===== src/rtl/cc_game_pkg.sv =====
// Shared types for the light-column match sequencer: FSM states and winner codes.
package cc_game_pkg;

    typedef enum logic [2:0] {
        IDLE,
        COUNTDOWN,
        PLAY,
        OVER,
        MATCH_END
    } state_t;

    localparam logic [1:0] WIN_NONE = 2'b00;
    localparam logic [1:0] WIN_P1   = 2'b01;
    localparam logic [1:0] WIN_P2   = 2'b10;
    localparam logic [1:0] WIN_TIE  = 2'b11;

endpackage


===== src/rtl/cc_game_tick_gen.sv =====
// Free-running step-tick generator: one-cycle pulse whenever the TICK_W-bit counter reads 0.
module cc_tick_gen #(
    parameter int TICK_W = 7
) (
    input  logic clk,
    input  logic reset,
    output logic step_tick
);

    logic [TICK_W-1:0] cnt;

    // step_tick is registered from the wrap compare, so it is high exactly while cnt
    // reads 0; the first pulse lands one full period after reset releases.
    always_ff @(posedge clk) begin
        if (reset) begin
            cnt       <= '0;
            step_tick <= 1'b0;
        end else begin
            cnt       <= cnt + 1'b1;
            step_tick <= (cnt == {TICK_W{1'b1}});
        end
    end

endmodule


===== src/rtl/cc_game_ctrl.sv =====
// Match sequencer for the two-player light-column game.
// Optional round timeout: define CC_ROUND_TIMEOUT_EN.
//   state     | meaning
//   IDLE      | lights held at default, waiting for a start edge
//   COUNTDOWN | countdown ticking down before play, lights at default
//   PLAY      | lights running, tops sampled on each step tick
//   OVER      | round decided, board frozen for HOLD_TICKS ticks
//   MATCH_END | a player reached WIN_SCORE, board frozen until start
module cc_game_ctrl
    import cc_game_pkg::*;
#(
    parameter int TICK_W      = 7,
    parameter int CD_TICKS    = 3,
    parameter int HOLD_TICKS  = 4,
    parameter int ROUND_TICKS = 64,
    parameter int SCORE_W     = 3,
    parameter int WIN_SCORE   = 5
) (
    input  logic               clk,
    input  logic               reset,
    input  logic               start,
    input  logic               p1_top,
    input  logic               p2_top,
    output logic               step_tick,
    output logic               ongoing,
    output logic               game_over,
    output logic [1:0]         winner,
    output logic [SCORE_W-1:0] p1_score,
    output logic [SCORE_W-1:0] p2_score,
    output logic [1:0]         countdown
);

    localparam int HOLD_W = $clog2(HOLD_TICKS + 1);
    localparam logic [SCORE_W-1:0] SCORE_MAX = '1;
    localparam logic [SCORE_W-1:0] WIN_VAL   = SCORE_W'(WIN_SCORE);
    localparam logic [1:0]         CD_VAL    = 2'(CD_TICKS);
    localparam logic [HOLD_W-1:0]  HOLD_VAL  = HOLD_W'(HOLD_TICKS);

    state_t              state_q, state_d;
    logic [HOLD_W-1:0]   hold_q, hold_d;
    logic [SCORE_W-1:0]  p1_d, p2_d;
    logic [1:0]          winner_d, countdown_d;
    logic                start_q, start_edge;

`ifdef CC_ROUND_TIMEOUT_EN
    localparam int RND_W = $clog2(ROUND_TICKS + 1);
    localparam logic [RND_W-1:0] RND_VAL = RND_W'(ROUND_TICKS);
    logic [RND_W-1:0] rnd_q, rnd_d;
`else
    // Round length only matters when the timeout is built in.
    logic unused_round_ticks;
    assign unused_round_ticks = |ROUND_TICKS;
`endif

    cc_tick_gen #(.TICK_W(TICK_W)) u_tick (
        .clk       (clk),
        .reset     (reset),
        .step_tick (step_tick)
    );

    assign start_edge = start & ~start_q;

    always_comb begin
        state_d     = state_q;
        hold_d      = hold_q;
        p1_d        = p1_score;
        p2_d        = p2_score;
        winner_d    = winner;
        countdown_d = countdown;
`ifdef CC_ROUND_TIMEOUT_EN
        rnd_d       = rnd_q;
`endif
        case (state_q)
            IDLE, MATCH_END: begin
                if (start_edge) begin
                    p1_d        = '0;
                    p2_d        = '0;
                    winner_d    = WIN_NONE;
                    countdown_d = CD_VAL;
                    state_d     = COUNTDOWN;
                end
            end
            COUNTDOWN: begin
                if (step_tick) begin
                    countdown_d = countdown - 2'd1;
                    if (countdown == 2'd1) begin
                        winner_d = WIN_NONE;
                        state_d  = PLAY;
`ifdef CC_ROUND_TIMEOUT_EN
                        rnd_d    = '0;
`endif
                    end
                end
            end
            PLAY: begin
                if (step_tick) begin
                    if (p1_top || p2_top) begin
                        if (p1_top && p2_top) begin
                            winner_d = WIN_TIE;
                        end else if (p1_top) begin
                            winner_d = WIN_P1;
                            if (p1_score != SCORE_MAX) p1_d = p1_score + 1'b1;
                        end else begin
                            winner_d = WIN_P2;
                            if (p2_score != SCORE_MAX) p2_d = p2_score + 1'b1;
                        end
                        hold_d  = HOLD_VAL;
                        state_d = OVER;
                    end
`ifdef CC_ROUND_TIMEOUT_EN
                    else begin
                        rnd_d = rnd_q + 1'b1;
                        if (rnd_d == RND_VAL) begin
                            winner_d = WIN_NONE;
                            hold_d   = HOLD_VAL;
                            state_d  = OVER;
                        end
                    end
`endif
                end
            end
            OVER: begin
                if (step_tick) begin
                    hold_d = hold_q - 1'b1;
                    if (hold_q == HOLD_W'(1)) begin
                        if (p1_score == WIN_VAL || p2_score == WIN_VAL) begin
                            state_d = MATCH_END;
                        end else begin
                            countdown_d = CD_VAL;
                            state_d     = COUNTDOWN;
                        end
                    end
                end
            end
            default: state_d = IDLE;
        endcase
    end

    // ongoing/game_over are decoded from the next state so they change on the same edge.
    always_ff @(posedge clk) begin
        if (reset) begin
            state_q   <= IDLE;
            hold_q    <= '0;
            p1_score  <= '0;
            p2_score  <= '0;
            winner    <= WIN_NONE;
            countdown <= '0;
            start_q   <= 1'b0;
            ongoing   <= 1'b0;
            game_over <= 1'b0;
`ifdef CC_ROUND_TIMEOUT_EN
            rnd_q     <= '0;
`endif
        end else begin
            state_q   <= state_d;
            hold_q    <= hold_d;
            p1_score  <= p1_d;
            p2_score  <= p2_d;
            winner    <= winner_d;
            countdown <= countdown_d;
            start_q   <= start;
            ongoing   <= (state_d == PLAY) || (state_d == OVER) || (state_d == MATCH_END);
            game_over <= (state_d == OVER) || (state_d == MATCH_END);
`ifdef CC_ROUND_TIMEOUT_EN
            rnd_q     <= rnd_d;
`endif
        end
    end

endmodule


===== config.mk =====
export PLATFORM = sky130hd
export DESIGN_NAME = cc_game_ctrl
export DESIGN_NICKNAME = d
export VERILOG_FILES = /design/src/rtl/cc_game_pkg.sv /design/src/rtl/cc_game_tick_gen.sv /design/src/rtl/cc_game_ctrl.sv
export SDC_FILE = /design/constraint.sdc
export NUM_CORES = 1
export LEC_CHECK = 0
export BUFFER_PORTS_ARGS = -buffer_cell sky130_fd_sc_hd__buf_2
export CORE_UTILIZATION = 46
export DETAILED_ROUTE_END_ITERATION = 7
export GPL_TIMING_DRIVEN = 0
export PLACE_DENSITY = 0.64
export SLEW_MARGIN = 20
export SYNTH_ARGS = -nofsm -noshare
export SYNTH_HDL_FRONTEND = slang
export SYNTH_SLANG_ARGS = --single-unit
export TNS_END_PERCENT = 1

===== constraint.sdc =====
create_clock -name clk -period 2.1 [get_ports clk]
set_input_delay 0.21 -clock clk [delete_from_list [all_inputs] [get_ports clk]]
set_output_delay 0.21 -clock clk [all_outputs]
set_load 0.01 [all_outputs]

== After elaboration in Yosys (flattened, before gate mapping) ==
Index checks and enable logic that the tools add are counted.

* Logic and storage cells: 102
* Output and inout port bits: 13
* Bits in registers: 27

* Bitwise operators: 2
* Equality and inequality tests: 27
* Multiplexer cells: 40
* Reductions and logical operators: 17
* Add/sub/neg operators: 5

{| class="wikitable"
|+ Operators with widths
! operator !! count
|-
| $mux 3 || 22
|-
| $mux 2 || 12
|-
| $ne 2x2->1 const B || 10
|-
| $pmux 3 s2 || 3
|-
| $reduce_and 7->1 || 2
|-
| $eq 3x2->1 const B || 4
|-
| $eq 3x3->1 const B || 4
|-
| $pmux 2 s3 || 2
|-
| $pmux 3 s4 || 1
|-
| $reduce_and 6->1 || 2
|-
| $add 7x1->7 const B || 1
|-
| $eq 7x7->1 const B || 1
|-
| $add 3x1->3 const B || 2
|-
| $eq 3x1->1 const B || 2
|-
| $ne 2x1->1 const B || 3
|-
| $ne 3x3->1 const B || 2
|-
| $reduce_bool 3->1 || 2
|-
| $logic_or 1x1->1 || 5
|-
| $reduce_and 4->1 || 1
|-
| $reduce_bool 2->1 || 2
|-
| $logic_not 3->1 || 1
|-
| $sub 3x1->3 const B || 1
|-
| $eq 2x1->1 const B || 1
|-
| $reduce_or 2->1 || 1
|-
| 4 further kinds || 4
|}

== Longest topological paths before layout ==
* Depth after elaboration: 9
* Depth in mapped cells: 6
* Mapped depth without buffers: 6

== Modules after synthesis ==
A second synthesis with hierarchy kept.

* Cell total of the unflattened synthesis: 153
* Area, all modules: 1381.3 um2

{| class="wikitable"
|+ By module, submodules not included
! module !! times used !! area an instance (um2) !! cells an instance !! sequential area each (um2)
|-
| cc_game_ctrl || 1 || 1092.3 || 124 || 380.4
|-
| cc_tick_gen || 1 || 289.0 || 29 || 160.2
|}

== Worst setup path before layout ==
OpenSTA, ideal clock, no wires.

* Kind: register to register
* From: reg p1_score[0]
* To: reg p1_score[2]
* Cell stages (with the launch flop): 6
* Buffers on the path: 0
* Library setup time: 0.071 ns
* Path slack: 0.330 ns
* Arrival time: 1.700 ns
* Path through: dfxtp_1 -> ha_1 -> ha_1 -> o31a_4 -> or4b_1 -> a21oi_1

* Cells in the longest elaborated chain, start to end: 7

{| class="wikitable"
|+ RTL lines
! what !! RTL line !! RTL
|-
| start, declared || cc_game_ctrl.sv:28 || <nowiki>output logic [SCORE_W-1:0] p1_score,</nowiki>
|-
| start signal, assigned || cc_game_ctrl.sv:157 || <nowiki>p1_score <= p1_d;</nowiki>
|-
| $add 3x1->3 || cc_game_ctrl.sv:102 || <nowiki>if (p1_score != SCORE_MAX) p1_d = p1_score + 1'b1;</nowiki>
|-
| $mux 3 || cc_game_ctrl.sv:102 ||
|-
| $mux 3 || cc_game_ctrl.sv:100 || <nowiki>end else if (p1_top) begin</nowiki>
|-
| $mux 3 || cc_game_ctrl.sv:98 || <nowiki>if (p1_top && p2_top) begin</nowiki>
|-
| $mux 3 || cc_game_ctrl.sv:97 || <nowiki>if (p1_top || p2_top) begin</nowiki>
|-
| $mux 3 || cc_game_ctrl.sv:96 || <nowiki>if (step_tick) begin</nowiki>
|-
| $pmux 3 s2 || cc_game_ctrl.sv:73 || <nowiki>case (state_q)</nowiki>
|}

Several ways; a longest one is shown, not always the timed one. The select of a mux whose other input is x is not followed.
A chain may end at the register's enable or synchronous reset.

== Worst setup path in the final report ==
Same ends and word-level chain as after synthesis.

==> impl_results.md <==
- Status: completed
- TritonCTS clock tree: done
- Final nets: 182
- Initial antenna violation count: 0
- Sequential element share of the synthesized area: 40.4%
- Mapped Area: 1340 µm²
- Final wirelength: 2700 µm
- Share of layout cells above drive strength 1: 16.3%
- # diodes: 0
- Routed via count: 1139
- Syn Inst Count: 146
- Initial core utilization: 48.5%
- Number of synthesized flops with an enable pin: 0
- Die area: 3130 µm²
- Worst Path Required: 2.38 ns
- Drt wl/cell: 13.7 µm
- GRT Util Overall: 18.7%
- Worst min-delay path class: in -> reg
- Antenna Violating Nets Remaining: 0
- Post-layout min period: 1.86 ns
- Crit end category: register
- First-pass GRT wire length: 4650 µm
- Slew at the pin closest to its max-slew limit: 0.488 ns
- DRC: 0
- Leakage: 0.000633 µW
- Post-CTS Setup Inserts: 0
- Fin Setup TNS: 0 ns
- Yosys cell types: 44
- Largest net degree at the start of global routing: 16
- Num CTS Buffers: 3
- H-tree levels: 1
- Pwr/cell area: 568 nW/µm²
- Fillers: 269
- Hold-fix buffers, CTS: 0
- Clk sink count: 27
- Final Hold Fails: 0
- Clock slew at reported path FFs: 0.15 ns
- Die W: 55.9 µm
- Max-slew violation count: 0
- Ys Warns: 0
- Vias in the first global route: 1120
- Maximum clock frequency: 539 MHz
- DP HPWL: 2030 µm
- Number of vias per cell: 5.78
- Fin crit share: 88.3%
- Overflow after GRT: 0
- Die height: 55.9 µm
- PostCTS Resize Cnt: 0
- P&R area growth vs syn: 10.9%
- CP max FO: 6
- Top-level I/O count: 18
- Setup Crit Path Kind: reg -> reg
- Syn Nets: 161
- Slew margin rel.: 67.5%
- Clk Latency, worst-skew pair: 0.33 ns
- Design Power: 843 µW
- Core area: 2760 µm²
- Root buf cell: clkbuf_4
- Final number of setup-violating endpoints: 0
- Unrepaired setup endpoints after global routing: false
- Arrival time worst endpoint: 2.13 ns
- Worst-case clock skew: 0.0107 ns
- GP Congestion: 0.853
- Hold Slack: 0.116 ns
- Row cnt: 19
- 1st-iter DRT viols: 38
- Final Util: 53.8%
- Flops & latches, synth: 27
- Bufs on Longest Clock Path: 2
- Syn avg cell area: 9.16 µm²
- Ys async rst share: 0%
- CP startpoint kind: register
- Main synth FF type: dfxtp_1
- Max Cap Violations: 0
- First-pass DRT Iterations: 4
- Port-buffer cells: 16
- Peak VDD IR: 0.396 mV
report_power, final:
group	leakage [µW]	switching, µW	total, µW	internal (µW)
Clock	0.0000177	157	228	71.6
Combinational	0.000396	50.3	82.5	32.2
Sequential	0.000219	8.42	532	524
placed cells by master, fill, tap and decap left out, types with 4 or more instances in the layout:
master,count
a21oi_1,12
buf_2,16
clkbuf_1,5
dfxtp_1,27
ha_1,10
inv_1,9
nand2_1,4
nand2b_1,4
nor2_1,12
nor2b_1,5
o21ai_0,8
worst paths after layout:
check,startpoint,cells after the start,slack [ns],end
max reg2reg,p1_score[0]$_SDFFE_PP0P_,5,0.24,p1_score[2]$_SDFFE_PP0P_
max,p1_score[0]$_SDFFE_PP0P_,5,0.24,p1_score[2]$_SDFFE_PP0P_
min reg2reg,hold_q[1]$_SDFFE_PP0P_,2,0.47,hold_q[1]$_SDFFE_PP0P_
min,start,2,0.12,start_q$_SDFF_PP0_
critical path, stage by stage, from the launching register on:
cell	delay, ns
dfxtp_1	0.38
ha_1	0.21
ha_1	0.19
o31a_4	0.37
or4b_1	0.51
a21oi_1	0.15
metrics by stage:
step / instance area (µm²) / instances / setup slack [ns]
after floorplan: 1340 / 146 / 0.330
after global placement: 1460 / 193 / 0.307
after detailed placement: 1460 / 193 / 0.290
after CTS: 1480 / 197 / 0.249
after global routing: 1480 / 197 / 0.179
final: 1480 / 197 / 0.245
per-layer routing:
layer	vias up	global-route usage (%)	share of wire, %
li1	566	-	-
met1	547	22.3	46
met2	21	32.0	50
met3	5	5.81	3.4
met4	0	6.27	0.85
met5	-	0	0
Yosys cell counts, drive strengths merged, types with 2 or more instances:
cell     n  area [µm²]
and3     2        12.5
xnor2    3        26.3
or3      2        12.5
inv      9        33.8
clkbuf   5        18.8
xor2     2        17.5
nand2b   4        25.0
a21o     2        15.0
o22ai    2        12.5
o21ai    8        40.0
ha      10         125
o31a     2        26.3
nand4b   2        17.5
o211ai   2        15.0
nor2    12        45.0
or4      2        15.0
nor3     3        15.0
nand3    3        15.0
or3b     2        20.0
a21oi   12        60.1
nand4    3        18.8
nor2b    5        31.3
nand2    4        15.0
dfxtp   27         541
sequential cells by signal (all words and copies together), names as in the netlist:
signal            flops
u_tick.step_tick      1
state_q               3
winner                2
p2_score              3
ongoing               1
game_over             1
u_tick.cnt            7
countdown             2
p1_score              3
hold_q                3
start_q               1
layout make-up:
| type | instances | area (µm²) | share of cell area, % |
|---|---|---|---|
| Sequential cell | 27 | 541 | 36.4 |
| Buffer | 5 | 18.8 | 1.26 |
| Inverter | 9 | 33.8 | 2.28 |
| Timing Repair Buffer | 16 | 80.1 | 5.40 |
| Clock inverter | 1 | 5.00 | 0.337 |
| Clock buffer | 3 | 22.5 | 1.52 |
| Multi-Input combinational cell | 105 | 744 | 50.2 |
| Tap cell | 31 | 38.8 | 2.61 |
cells by family (layout without fill, tap and decap cells):
logic type / count (synthesis) / after routing / synth area share, %
AO/OA/AOI/OAI: 38 / 38 / 18.9
AND/OR/NAND/NOR: 52 / 52 / 24.1
adder cells (fa/ha/maj): 10 / 10 / 9.35
buffers and inverters: 14 / 34 / 3.93
XOR/XNOR: 5 / 5 / 3.27
flip-flops: 27 / 27 / 40.4
Note: power is estimated with default switching activity, not from simulation.
